--- src/rtl/counter_pkg.sv ---
// Shared types and BCD digit-ripple helpers for the up/down counter core.
// Helpers work on a fixed-size vector; callers pass the live digit count.
package counter_pkg;

    localparam logic MODE_BIN = 1'b0;
    localparam logic MODE_BCD = 1'b1;

    localparam int unsigned BCD_MAX_DIGITS = 16;
    localparam int unsigned BCD_BITS       = 4 * BCD_MAX_DIGITS;

    typedef logic [BCD_BITS-1:0] bcd_vec_t;

    typedef struct packed {
        logic     carry;
        bcd_vec_t value;
    } bcd_res_t;

    typedef enum logic [2:0] {
        ACT_IDLE,
        ACT_LOAD,
        ACT_MODE_CHG,
        ACT_HOLD,
        ACT_STEP
    } action_t;

    // carry is set only when every live digit was 9, i.e. the count wrapped to 0
    function automatic bcd_res_t bcd_inc(input bcd_vec_t v, input int unsigned digits);
        bcd_res_t   r;
        logic       c;
        logic [3:0] nib;
        r = '0;
        c = 1'b1;
        for (int unsigned i = 0; i < BCD_MAX_DIGITS; i++) begin
            if (i < digits) begin
                nib = v[4*i +: 4];
                if (c) begin
                    if (nib >= 4'd9) begin
                        nib = 4'd0;
                    end else begin
                        nib = nib + 4'd1;
                        c   = 1'b0;
                    end
                end
                r.value[4*i +: 4] = nib;
            end
        end
        r.carry = c;
        return r;
    endfunction

    function automatic bcd_res_t bcd_dec(input bcd_vec_t v, input int unsigned digits);
        bcd_res_t   r;
        logic       b;
        logic [3:0] nib;
        r = '0;
        b = 1'b1;
        for (int unsigned i = 0; i < BCD_MAX_DIGITS; i++) begin
            if (i < digits) begin
                nib = v[4*i +: 4];
                if (b) begin
                    if (nib == 4'd0) begin
                        nib = 4'd9;
                    end else begin
                        nib = nib - 4'd1;
                        b   = 1'b0;
                    end
                end
                r.value[4*i +: 4] = nib;
            end
        end
        r.carry = b;
        return r;
    endfunction

    function automatic bcd_vec_t bcd_clamp(input bcd_vec_t v, input int unsigned digits);
        bcd_vec_t   r;
        logic [3:0] nib;
        r = '0;
        for (int unsigned i = 0; i < BCD_MAX_DIGITS; i++) begin
            if (i < digits) begin
                nib = v[4*i +: 4];
                r[4*i +: 4] = (nib > 4'd9) ? 4'd9 : nib;
            end
        end
        return r;
    endfunction

endpackage

--- src/rtl/counter_digit_scan.sv ---
// Free-running multiplexed-display scanner: prescaler, one-hot digit rotate
// and the nibble mux that follows the active digit.
module counter_digit_scan import counter_pkg::*; #(
    parameter int unsigned DIGITS   = 4,
    parameter int unsigned SCAN_DIV = 10
) (
    input  logic                  clk,
    input  logic                  rst_n,
    input  logic [4*DIGITS-1:0]   nibbles,
    output logic [DIGITS-1:0]     digit_sel,
    output logic [3:0]            digit_val
);

    logic [SCAN_DIV-1:0] prescaler;
    logic [DIGITS-1:0]   sel_rot;

    // rotate left: bit i takes bit i-1, MSB wraps to LSB
    always_comb begin
        sel_rot = '0;
        for (int unsigned i = 0; i < DIGITS; i++) begin
            sel_rot[i] = digit_sel[(i + DIGITS - 1) % DIGITS];
        end
    end

    always_ff @(posedge clk or negedge rst_n) begin
        if (!rst_n) begin
            prescaler <= '0;
            digit_sel <= DIGITS'(1);
        end else begin
            prescaler <= prescaler + SCAN_DIV'(1);
            if (&prescaler) begin
                digit_sel <= sel_rot;
            end
        end
    end

    always_comb begin
        digit_val = '0;
        for (int unsigned i = 0; i < DIGITS; i++) begin
            if (digit_sel[i]) begin
                digit_val = digit_val | nibbles[4*i +: 4];
            end
        end
    end

endmodule

--- src/rtl/updown_counter_bcd.sv ---
// Up/down counter core with binary or packed-BCD counting, load, wrap/saturate,
// terminal-count pulse, sticky overflow and a display digit scanner.
module updown_counter_bcd import counter_pkg::*; #(
    parameter int unsigned WIDTH    = 16,
    parameter int unsigned DIGITS   = 4,
    parameter int unsigned SCAN_DIV = 10
) (
    input  logic              clk,
    input  logic              rst_n,
    input  logic              en,
    input  logic              up_down,
    input  logic              hold,
    input  logic              mode,
    input  logic              sat,
    input  logic              load,
    input  logic [WIDTH-1:0]  load_val,
    input  logic              clr_ovf,
    output logic [WIDTH-1:0]  count,
    output logic              tc,
    output logic              ovf,
    output logic [DIGITS-1:0] digit_sel,
    output logic [3:0]        digit_val
);

    localparam int unsigned BCD_W = 4 * DIGITS;

    if (DIGITS < 1 || DIGITS > BCD_MAX_DIGITS || WIDTH < BCD_W) begin : g_param_check
        $error("updown_counter_bcd: need 1 <= DIGITS <= 16 and WIDTH >= 4*DIGITS");
    end

    logic [WIDTH-1:0] count_q, count_d;
    logic             mode_q;
    logic             tc_q, tc_d;
    logic             ovf_q, ovf_d;

    action_t          action;
    bcd_vec_t         bcd_cur, bcd_ld_in, bcd_ld;
    bcd_res_t         bcd_up, bcd_dn;
    logic [WIDTH-1:0] load_d;
    logic [WIDTH-1:0] step_val;
    logic             boundary;

    always_comb begin
        bcd_cur                = '0;
        bcd_cur[BCD_W-1:0]     = count_q[BCD_W-1:0];
        bcd_ld_in              = '0;
        bcd_ld_in[BCD_W-1:0]   = load_val[BCD_W-1:0];
    end

    assign bcd_up = bcd_inc(bcd_cur, DIGITS);
    assign bcd_dn = bcd_dec(bcd_cur, DIGITS);
    assign bcd_ld = bcd_clamp(bcd_ld_in, DIGITS);

    // BCD loads drop everything above the live digits
    always_comb begin
        load_d = load_val;
        if (mode == MODE_BCD) begin
            load_d             = '0;
            load_d[BCD_W-1:0]  = bcd_ld[BCD_W-1:0];
        end
    end

    always_comb begin
        if (load)                action = ACT_LOAD;
        else if (mode != mode_q) action = ACT_MODE_CHG;
        else if (hold)           action = ACT_HOLD;
        else if (en)             action = ACT_STEP;
        else                     action = ACT_IDLE;
    end

    // a step only happens with mode == mode_q, so mode_q selects the arithmetic
    always_comb begin
        step_val = count_q;
        boundary = 1'b0;
        if (mode_q == MODE_BCD) begin
            step_val = '0;
            if (up_down) begin
                step_val[BCD_W-1:0] = bcd_up.value[BCD_W-1:0];
                boundary            = bcd_up.carry;
            end else begin
                step_val[BCD_W-1:0] = bcd_dn.value[BCD_W-1:0];
                boundary            = bcd_dn.carry;
            end
        end else begin
            if (up_down) begin
                step_val = count_q + WIDTH'(1);
                boundary = &count_q;
            end else begin
                step_val = count_q - WIDTH'(1);
                boundary = ~|count_q;
            end
        end
    end

    always_comb begin
        count_d = count_q;
        tc_d    = 1'b0;
        ovf_d   = clr_ovf ? 1'b0 : ovf_q;
        case (action)
            ACT_LOAD:     count_d = load_d;
            ACT_MODE_CHG: count_d = '0;
            ACT_STEP: begin
                tc_d = boundary;
                if (boundary) begin
                    ovf_d = 1'b1;
                end
                if (!(boundary && sat)) begin
                    count_d = step_val;
                end
            end
            default: ;
        endcase
    end

    always_ff @(posedge clk or negedge rst_n) begin
        if (!rst_n) begin
            count_q <= '0;
            mode_q  <= MODE_BIN;
            tc_q    <= 1'b0;
            ovf_q   <= 1'b0;
        end else begin
            count_q <= count_d;
            mode_q  <= mode;
            tc_q    <= tc_d;
            ovf_q   <= ovf_d;
        end
    end

    assign count = count_q;
    assign tc    = tc_q;
    assign ovf   = ovf_q;

    counter_digit_scan #(
        .DIGITS   (DIGITS),
        .SCAN_DIV (SCAN_DIV)
    ) u_scan (
        .clk       (clk),
        .rst_n     (rst_n),
        .nibbles   (count_q[BCD_W-1:0]),
        .digit_sel (digit_sel),
        .digit_val (digit_val)
    );

endmodule

--- config.mk ---
export PLATFORM = sky130hd
export DESIGN_NAME = updown_counter_bcd
export DESIGN_NICKNAME = d
export VERILOG_FILES = /design/src/rtl/counter_pkg.sv /design/src/rtl/counter_digit_scan.sv /design/src/rtl/updown_counter_bcd.sv
export SDC_FILE = /design/constraint.sdc
export NUM_CORES = 1
export LEC_CHECK = 0
export ABC_AREA = 1
export CAP_MARGIN = 25
export CORE_ASPECT_RATIO = 1.75
export CORE_UTILIZATION = 55
export DETAILED_ROUTE_END_ITERATION = 6
export PLACE_DENSITY = 0.8
export SLEW_MARGIN = 30
export SYNTH_ARGS = -nofsm -noshare
export SYNTH_HDL_FRONTEND = slang
export SYNTH_SLANG_ARGS = --single-unit
--- constraint.sdc ---
create_clock -name clk -period 2 [get_ports clk]
set_input_delay 0.3 -clock clk [delete_from_list [all_inputs] [get_ports clk]]
set_output_delay 0.3 -clock clk [all_outputs]
set_load 0.05 [all_outputs]
==> flow_summary_export.csv, run 1 <==
group,metric,value,unit
outcome,outcome,"complete, but fails checks",
outcome,violations,"negative setup slack",
layout,syn2layout_area_growth,53.29,%
layout,design_area,5597,um2
global_routing,grt_use_total,41.16,%
worst_setup_path,cpMostUsedCell,"nand2_1",
floorplanning,die_h,109.8,um
sta,fin_tns_setup,-131.4,ps
route,met2_length,7712,um
global_routing,grt_max_degree,34,
synth,synth.avg_cell_area,6.126,um2
route,antenna_left,0,
pwr,leakagePower,0.002840,uW
route,wl_per_cell,18.31,um
sta,fmax,486.7,MHz
synth,yosysWarnings,0,
worst_setup_path,critPathRequiredTime,2200,ps
layout,n_antenna_cell,0,
worst_setup_path,path_buf_inv,2,
route,dr.pass1.iters,6,
worst_setup_path,criticalPathCategory,"register to register",
synth,synth_area,3651,um2
sta,clock_skew,6.386,ps
sta,tightest_slew,518.6,ps
route,viasPerCell,5.903,
route,drt-total-wl,15110,um
placement,gp_congestion,0.9630,
sta,period_share,102.7,%
clocking,cts_buffers,5,
worst_setup_path,startpoint_type,"register",
worst_setup_path,crit_fanout,8,
synth,synth_cells,596,
worst_setup_path,cp_top_family,"simple AND/OR/NAND/NOR gates",
hold_path,min_path_type,"primary input to asynchronous set/reset pin",
global_routing,gr-total-overflow,0,
synth,synth-async-reset-ratio,100.0,%
floorplanning,core-area,6324,um2
sta,rsz0062_at_grt,"yes",
layout,post-route-util,88.50,%
synth,synth_nets,653,
global_routing,antenna_found_initial,0,
clocking,clkTransAtPathRegs,80,ps
floorplanning,die_area,6981,um2
route,drc,0,
clocking,cts.sinks,33,
global_routing,grt_pass1_wl,21790,um
pwr,ir_drop,0.5470,mV
flow_run,drv_cap,0,
synth,ys.flop_type,"dfrtp_1",
sta,final_max_slew_viol_count,0,
synth,synth_cell_type_count,36,
floorplanning,io_pins,51,
route,routed.top_layer,"met4",
layout,post_route_cells_drive_above_1_share,32.21,%
floorplanning,std_cell_rows,38,
clocking,cts_root_buffer,"clkbuf_8",
worst_setup_path,cp_cell_sequence,"buf_4 > nand3_1 > nor3_2 > nand2_1 > nand2_1 > nand4_1 > nand2_2 > nand2_8 > buf_4 > nand2_1 > o21ai_2",
worst_setup_path,end_kind,"register",
placement,place_area,4898,um2
floorplanning,start_util,57.74,%
sta,setup_ws,-54.51,ps
synth,synth-edff-count,0,
clocking,clock_latency,310,ps
clocking,clockBufferDepth,2,
sta,period_minus_slack,2055,ps
placement,post-place-ws,-571.6,ps
worst_setup_path,cp_slowest_stage_delay,450,ps
pwr,power_density,643.0,nW/um2
worst_setup_path,cpMaxStageDelayCell,"dfrtp_1",
clocking,htreeDepth,2,
synth,synth-seq-cells,33,
worst_setup_path,worst-endpoint-arrival,2250,ps
route,wl_met3,1091,um
floorplanning,die_x,63.59,um
route,via_count,4870,
route,drt_iter0_markers,494,
sta,setup_viol,11,
sta,hold_viol,0,
placement,hpwl,10290,um
clocking,tritoncts,"yes",
placement,io_buffers,50,
route,m1WireLength,5349,um
layout,finalNetCount,801,
global_routing,grt_pass1_vias,4718,
synth,ys_seq_area_share,22.65,%
sta,timing.slew.headroom,65.32,%
metal layers:
metal	GRT usage, %	vias up
li1	-	2227
met1	41.41	2247
met2	74.77	307
met3	7.573	89
met4	29.87	0
met5	0	-
repair_timing:
action	4_1_cts	5_1_grt
buffers inserted	2	9
pin swaps	9	18
hold buffers	0	0
gates cloned	1	0
gates resized for setup	58	59
setup endpoints to repair	18	20
metrics by stage:
step | hold slack, ps | instances | total power (uW)
floorplan | 4.409 | 596 | 1774
global placement | 439.7 | 805 | 2452
detailed placement | 466.7 | 805 | 2483
CTS | 410.8 | 816 | 3325
global route | 449.2 | 825 | 3751
finish | 393.8 | 825 | 3599
kinds of logic (layout without fill, tap and decap cells):
group | Yosys count | count (layout) | synth area share, %
flip-flops | 33 | 33 | 22.65
buffers and inverters | 106 | 255 | 11.86
adder cells (fa/ha/maj) | 32 | 32 | 11.17
XOR/XNOR | 11 | 11 | 2.639
AO/OA/AOI/OAI | 84 | 84 | 12.89
AND/OR/NAND/NOR | 329 | 329 | 38.49
multiplexers | 1 | 1 | 0.3084
registers in the layout (all words and copies together), names as in the netlist:
register          cells
u_scan.prescaler     10
count                16
ovf                   1
mode_q                1
tc                    1
u_scan.digit_sel      4
worst reg2reg max path, delay by kind of cell (launching register included):
kind	cells	cell delay, ps
AOI/OAI and AO/OA	1	70
and+or+nand+nor	8	1040
DFF	1	450
buffers and inverters	2	390
path summary, 6_finish.rpt:
path | from | endpoint | slack [ps] | depth (start not counted)
max | count[11] | count[1] | -50 | 11
min | rst_n | count[3] | 390 | 2
max reg2reg | count[11] | count[1] | -50 | 11
min reg2reg | u_scan.prescaler[2] | u_scan.prescaler[2] | 500 | 1
max in group asynchronous | rst_n | u_scan.digit_sel[0] | 1250 | 2
min in group clk | u_scan.prescaler[2] | u_scan.prescaler[2] | 500 | 1
final cells by class:
type | instances | area, um2
Multi-Input combinational cell | 457 | 2840
Tap cell | 80 | 100.1
Clock inverter | 3 | 46.29
Timing Repair Buffer | 150 | 1323
Inverter | 97 | 377.9
Fill cell | 344 | 726.9
Sequential cell | 33 | 840.8
Clock buffer | 5 | 68.82
power by group:
part           leakage, uW  internal, uW  switching, uW
sequential        0.000404           719           88.1
combinational      0.00238           874           1240
clock            0.0000543           373            301
cells in the mapped netlist (3+ instances only):
cell | n | area [um2]
buf_2 | 4 | 20.02
inv_1 | 95 | 356.6
nand4_1 | 9 | 56.30
buf_6 | 3 | 33.78
and2_1 | 3 | 18.77
or2_2 | 3 | 18.77
nor3_1 | 9 | 45.04
ha_1 | 31 | 387.9
nand3_1 | 72 | 360.4
o22ai_1 | 6 | 37.54
nand2_2 | 4 | 25.02
xnor2_1 | 3 | 26.28
dfrtp_1 | 32 | 800.8
o21ai_1 | 4 | 20.02
nand2_1 | 185 | 694.4
a21oi_1 | 29 | 145.1
nor2_1 | 41 | 153.9
a31oi_1 | 5 | 31.28
o21ai_0 | 30 | 150.1
xor2_1 | 8 | 70.07
o211ai_1 | 3 | 22.52
o21ai_2 | 3 | 26.28
layout by cell type (no fill, tap or decap), types with 2 or more instances in the layout:
cell type          n
dfrtp_1           21
inv_2              5
ha_2               4
xor2_1             8
o22ai_1            5
and2_1             3
dfrtp_2           11
clkdlybuf4s50_1   35
nand4_1            9
nand2_4            4
nor2_4             4
ha_1              14
ha_4              13
nor3_1             6
nand3_1           67
nor2_2            10
dlygate4sd2_1      3
nand2_2           31
buf_6              6
buf_4            100
a21oi_4            2
nand3_2            4
inv_1             86
inv_4              5
o21ai_2            7
nor3_2             3
o21ai_0           22
xnor2_1            3
a21oi_1           23
or2_2              3
nor2_1            28
o21ai_1            8
buf_12             5
a31oi_1            5
clkbuf_8           5
a21oi_2            4
nand2_1          154
o211ai_1           3
No activity file was read; power rests on OpenSTA's default activity.
==> run 2: changes to the inputs <==
--- a/config.mk
+++ b/config.mk
@@ -9,6 +9,7 @@
 export CAP_MARGIN = 25
 export CORE_ASPECT_RATIO = 1.75
 export CORE_UTILIZATION = 55
+export CTS_CLUSTER_SIZE = 20
 export DETAILED_ROUTE_END_ITERATION = 6
 export PLACE_DENSITY = 0.8
 export SLEW_MARGIN = 30
==> results of run 2 <==
The final DEF is identical to that of run 1; final timing and power are the same.
==> run 3: changes to the inputs <==
==> constraint.sdc (replaced) <==
create_clock -name clk -period 2.3 [get_ports clk]
set_input_delay 0.345 -clock clk [delete_from_list [all_inputs] [get_ports clk]]
set_output_delay 0.345 -clock clk [all_outputs]
set_load 0.05 [all_outputs]
==> flow_summary_export.csv, run 3 (synthesis gave the netlist of run 1 again) <==
group,metric,value,unit
outcome,outcome,"finished, final reports clean",
sta,tightest_slew,519.8,ps
clocking,cts_buffers,5,
worst_setup_path,criticalPathCategory,"primary input to register",
floorplanning,die_x,63.59,um
floorplanning,die_area,6981,um2
layout,multiInputGateArea,2507,um2
floorplanning,std_cell_rows,38,
sta,period_minus_slack,2196,ps
sta,rsz0062_at_grt,"yes",
clocking,cts_hold_buf,0,
route,wl_per_cell,15.39,um
placement,post-place-ws,-338.3,ps
global_routing,grt_pass1_vias,4225,
route,drt-total-wl,11880,um
layout,largest_reg_flops,16,
floorplanning,start_util,57.74,%
global_routing,antenna_found_initial,0,
clocking,cts.sinks,33,
placement,place_area,4521,um2
pwr,leakagePower,0.002520,uW
global_routing,grt_pass1_wl,18750,um
sta,holdWs,445.1,ps
clocking,clock_latency,310,ps
route,antenna_left,0,
layout,design_area,4778,um2
global_routing,gr-total-overflow,0,
worst_setup_path,critPathRequiredTime,2490,ps
layout,n_antenna_cell,0,
worst_setup_path,end_kind,"register",
worst_setup_path,worst-endpoint-arrival,2390,ps
route,drc,0,
sta,hold_viol,0,
sta,final_max_slew_viol_count,0,
clocking,clockBufferDepth,2,
clocking,tritoncts,"yes",
sta,timing.slew.headroom,65.24,%
placement,io_buffers,50,
clocking,htreeDepth,2,
layout,final_common_cell,"nand2_1",
layout,seq_area,828.3,um2
clocking,cts_root_buffer,"clkbuf_8",
sta,setup_ws,104.4,ps
clocking,clkTransAtPathRegs,80,ps
floorplanning,die_h,109.8,um
layout,finalNetCount,748,
floorplanning,io_pins,51,
flow_run,drv_cap,0,
global_routing,grt_max_degree,34,
layout,syn2layout_area_growth,30.88,%
route,viasPerCell,5.554,
layout,layout_common_cells,"nand2_1 (181), inv_1 (94), nand3_1 (69)",
route,via_count,4288,
pwr,power_density,562.5,nW/um2
pwr,ir_drop,0.6493,mV
placement,hpwl,9477,um
sta,setup_viol,0,
sta,fmax,455.5,MHz
placement,gp_congestion,1.004,
hold_path,min_path_type,"primary input to asynchronous set/reset pin",
worst_setup_path,startpoint_type,"primary input",
global_routing,grt_use_total,35.23,%
sta,period_share,95.46,%
floorplanning,core-area,6324,um2
sta,clock_skew,6.219,ps
route,dr.pass1.iters,6,
layout,post_route_cells_drive_above_1_share,14.31,%
route,drt_iter0_markers,224,
worst_setup_path,crit_fanout,15,
layout,fillers,541,
run 3: changes by cell type in the layout (fill, tap and decap cells not counted), moves of 7 or more:
| cell | delta |
|---|---|
| inv_1 | +8 |
| nand2_2 | -24 |
| nor2_2 | -7 |
| clkdlybuf4s50_1 | +11 |
| dfrtp_1 | +10 |
| nand2_1 | +27 |
| buf_4 | -50 |
| ha_1 | +11 |
| dfrtp_2 | -10 |
| nor2_1 | +10 |
| ha_4 | -8 |
run 3: final cells by class:
class | instances | area share (%)
sequential | 33 | 17.33
multi-input combinational | 457 | 52.47
timing repair buffer | 97 | 17.91
clock buffer | 5 | 1.440
tap | 80 | 2.095
clock inverter | 3 | 0.9688
inverter | 97 | 7.777
run 3: power by group:
| part | leakage (uW) | internal (uW) | switching (uW) | total [uW] |
|---|---|---|---|---|
| registers | 0.000417 | 620 | 74.7 | 694 |
| clock network | 0.0000543 | 324 | 253 | 578 |
| logic | 0.00205 | 549 | 866 | 1420 |
| total | 0.00252 | 1490 | 1190 | 2690 |
run 3: final timing paths:
kind                       slack [ps]  depth (start not counted)           startpoint             endpoint
min                               450                          2                rst_n             count[4]
max                               100                         15              up_down             count[8]
min reg2reg                       460                          1  u_scan.prescaler[0]  u_scan.prescaler[0]
min in group clk                  460                          1  u_scan.prescaler[0]  u_scan.prescaler[0]
max reg2reg                       160                         12            count[13]             count[1]
max in group asynchronous        1500                          2                rst_n  u_scan.digit_sel[0]
run 3: per-stage QoR:
stage / cells / TNS, ps / util (%) / power (uW)
6_report: 772 / 0 / 75.56 / 2688
5_1_grt: 772 / -9.586 / 75.56 / 2865
4_1_cts: 769 / 0 / 73.31 / 2613
3_5_place_dp: 761 / -3156 / 71.49 / 2025
3_3_place_gp: 761 / -2641 / 71.49 / 1998
2_1_floorplan: 596 / 0 / - / 1532
run 3: timing repair:
| item | in CTS | in global routing |
|---|---|---|
| pin swaps | 0 | 1 |
| buffers inserted | 0 | 3 |
| gates resized for setup | 1 | 22 |
| endpoints found under the setup margin | 1 | 16 |
| gates cloned | 0 | 0 |
run 3: worst max-delay path, stage by stage:
cell and delay, ps:
clkdlybuf4s50_1 480, inv_1 70, buf_12 160, ha_2 380, nand2_1 90, nor2_1 120, nand2_1 80, nand3_2 120
nand2_1 80, nand3_1 70, nand3_1 100, nand2_1 90, nand2_1 50, nand3_1 70, nand2_1 70
run 3: metal layers:
layer	share of wire, %	GRT usage (%)	vias to the layer above
li1	-	-	2120
met1	38	35.32	1956
met2	52	65.35	157
met3	4.7	5.705	55
met4	5.8	24.19	0
met5	0	0	-
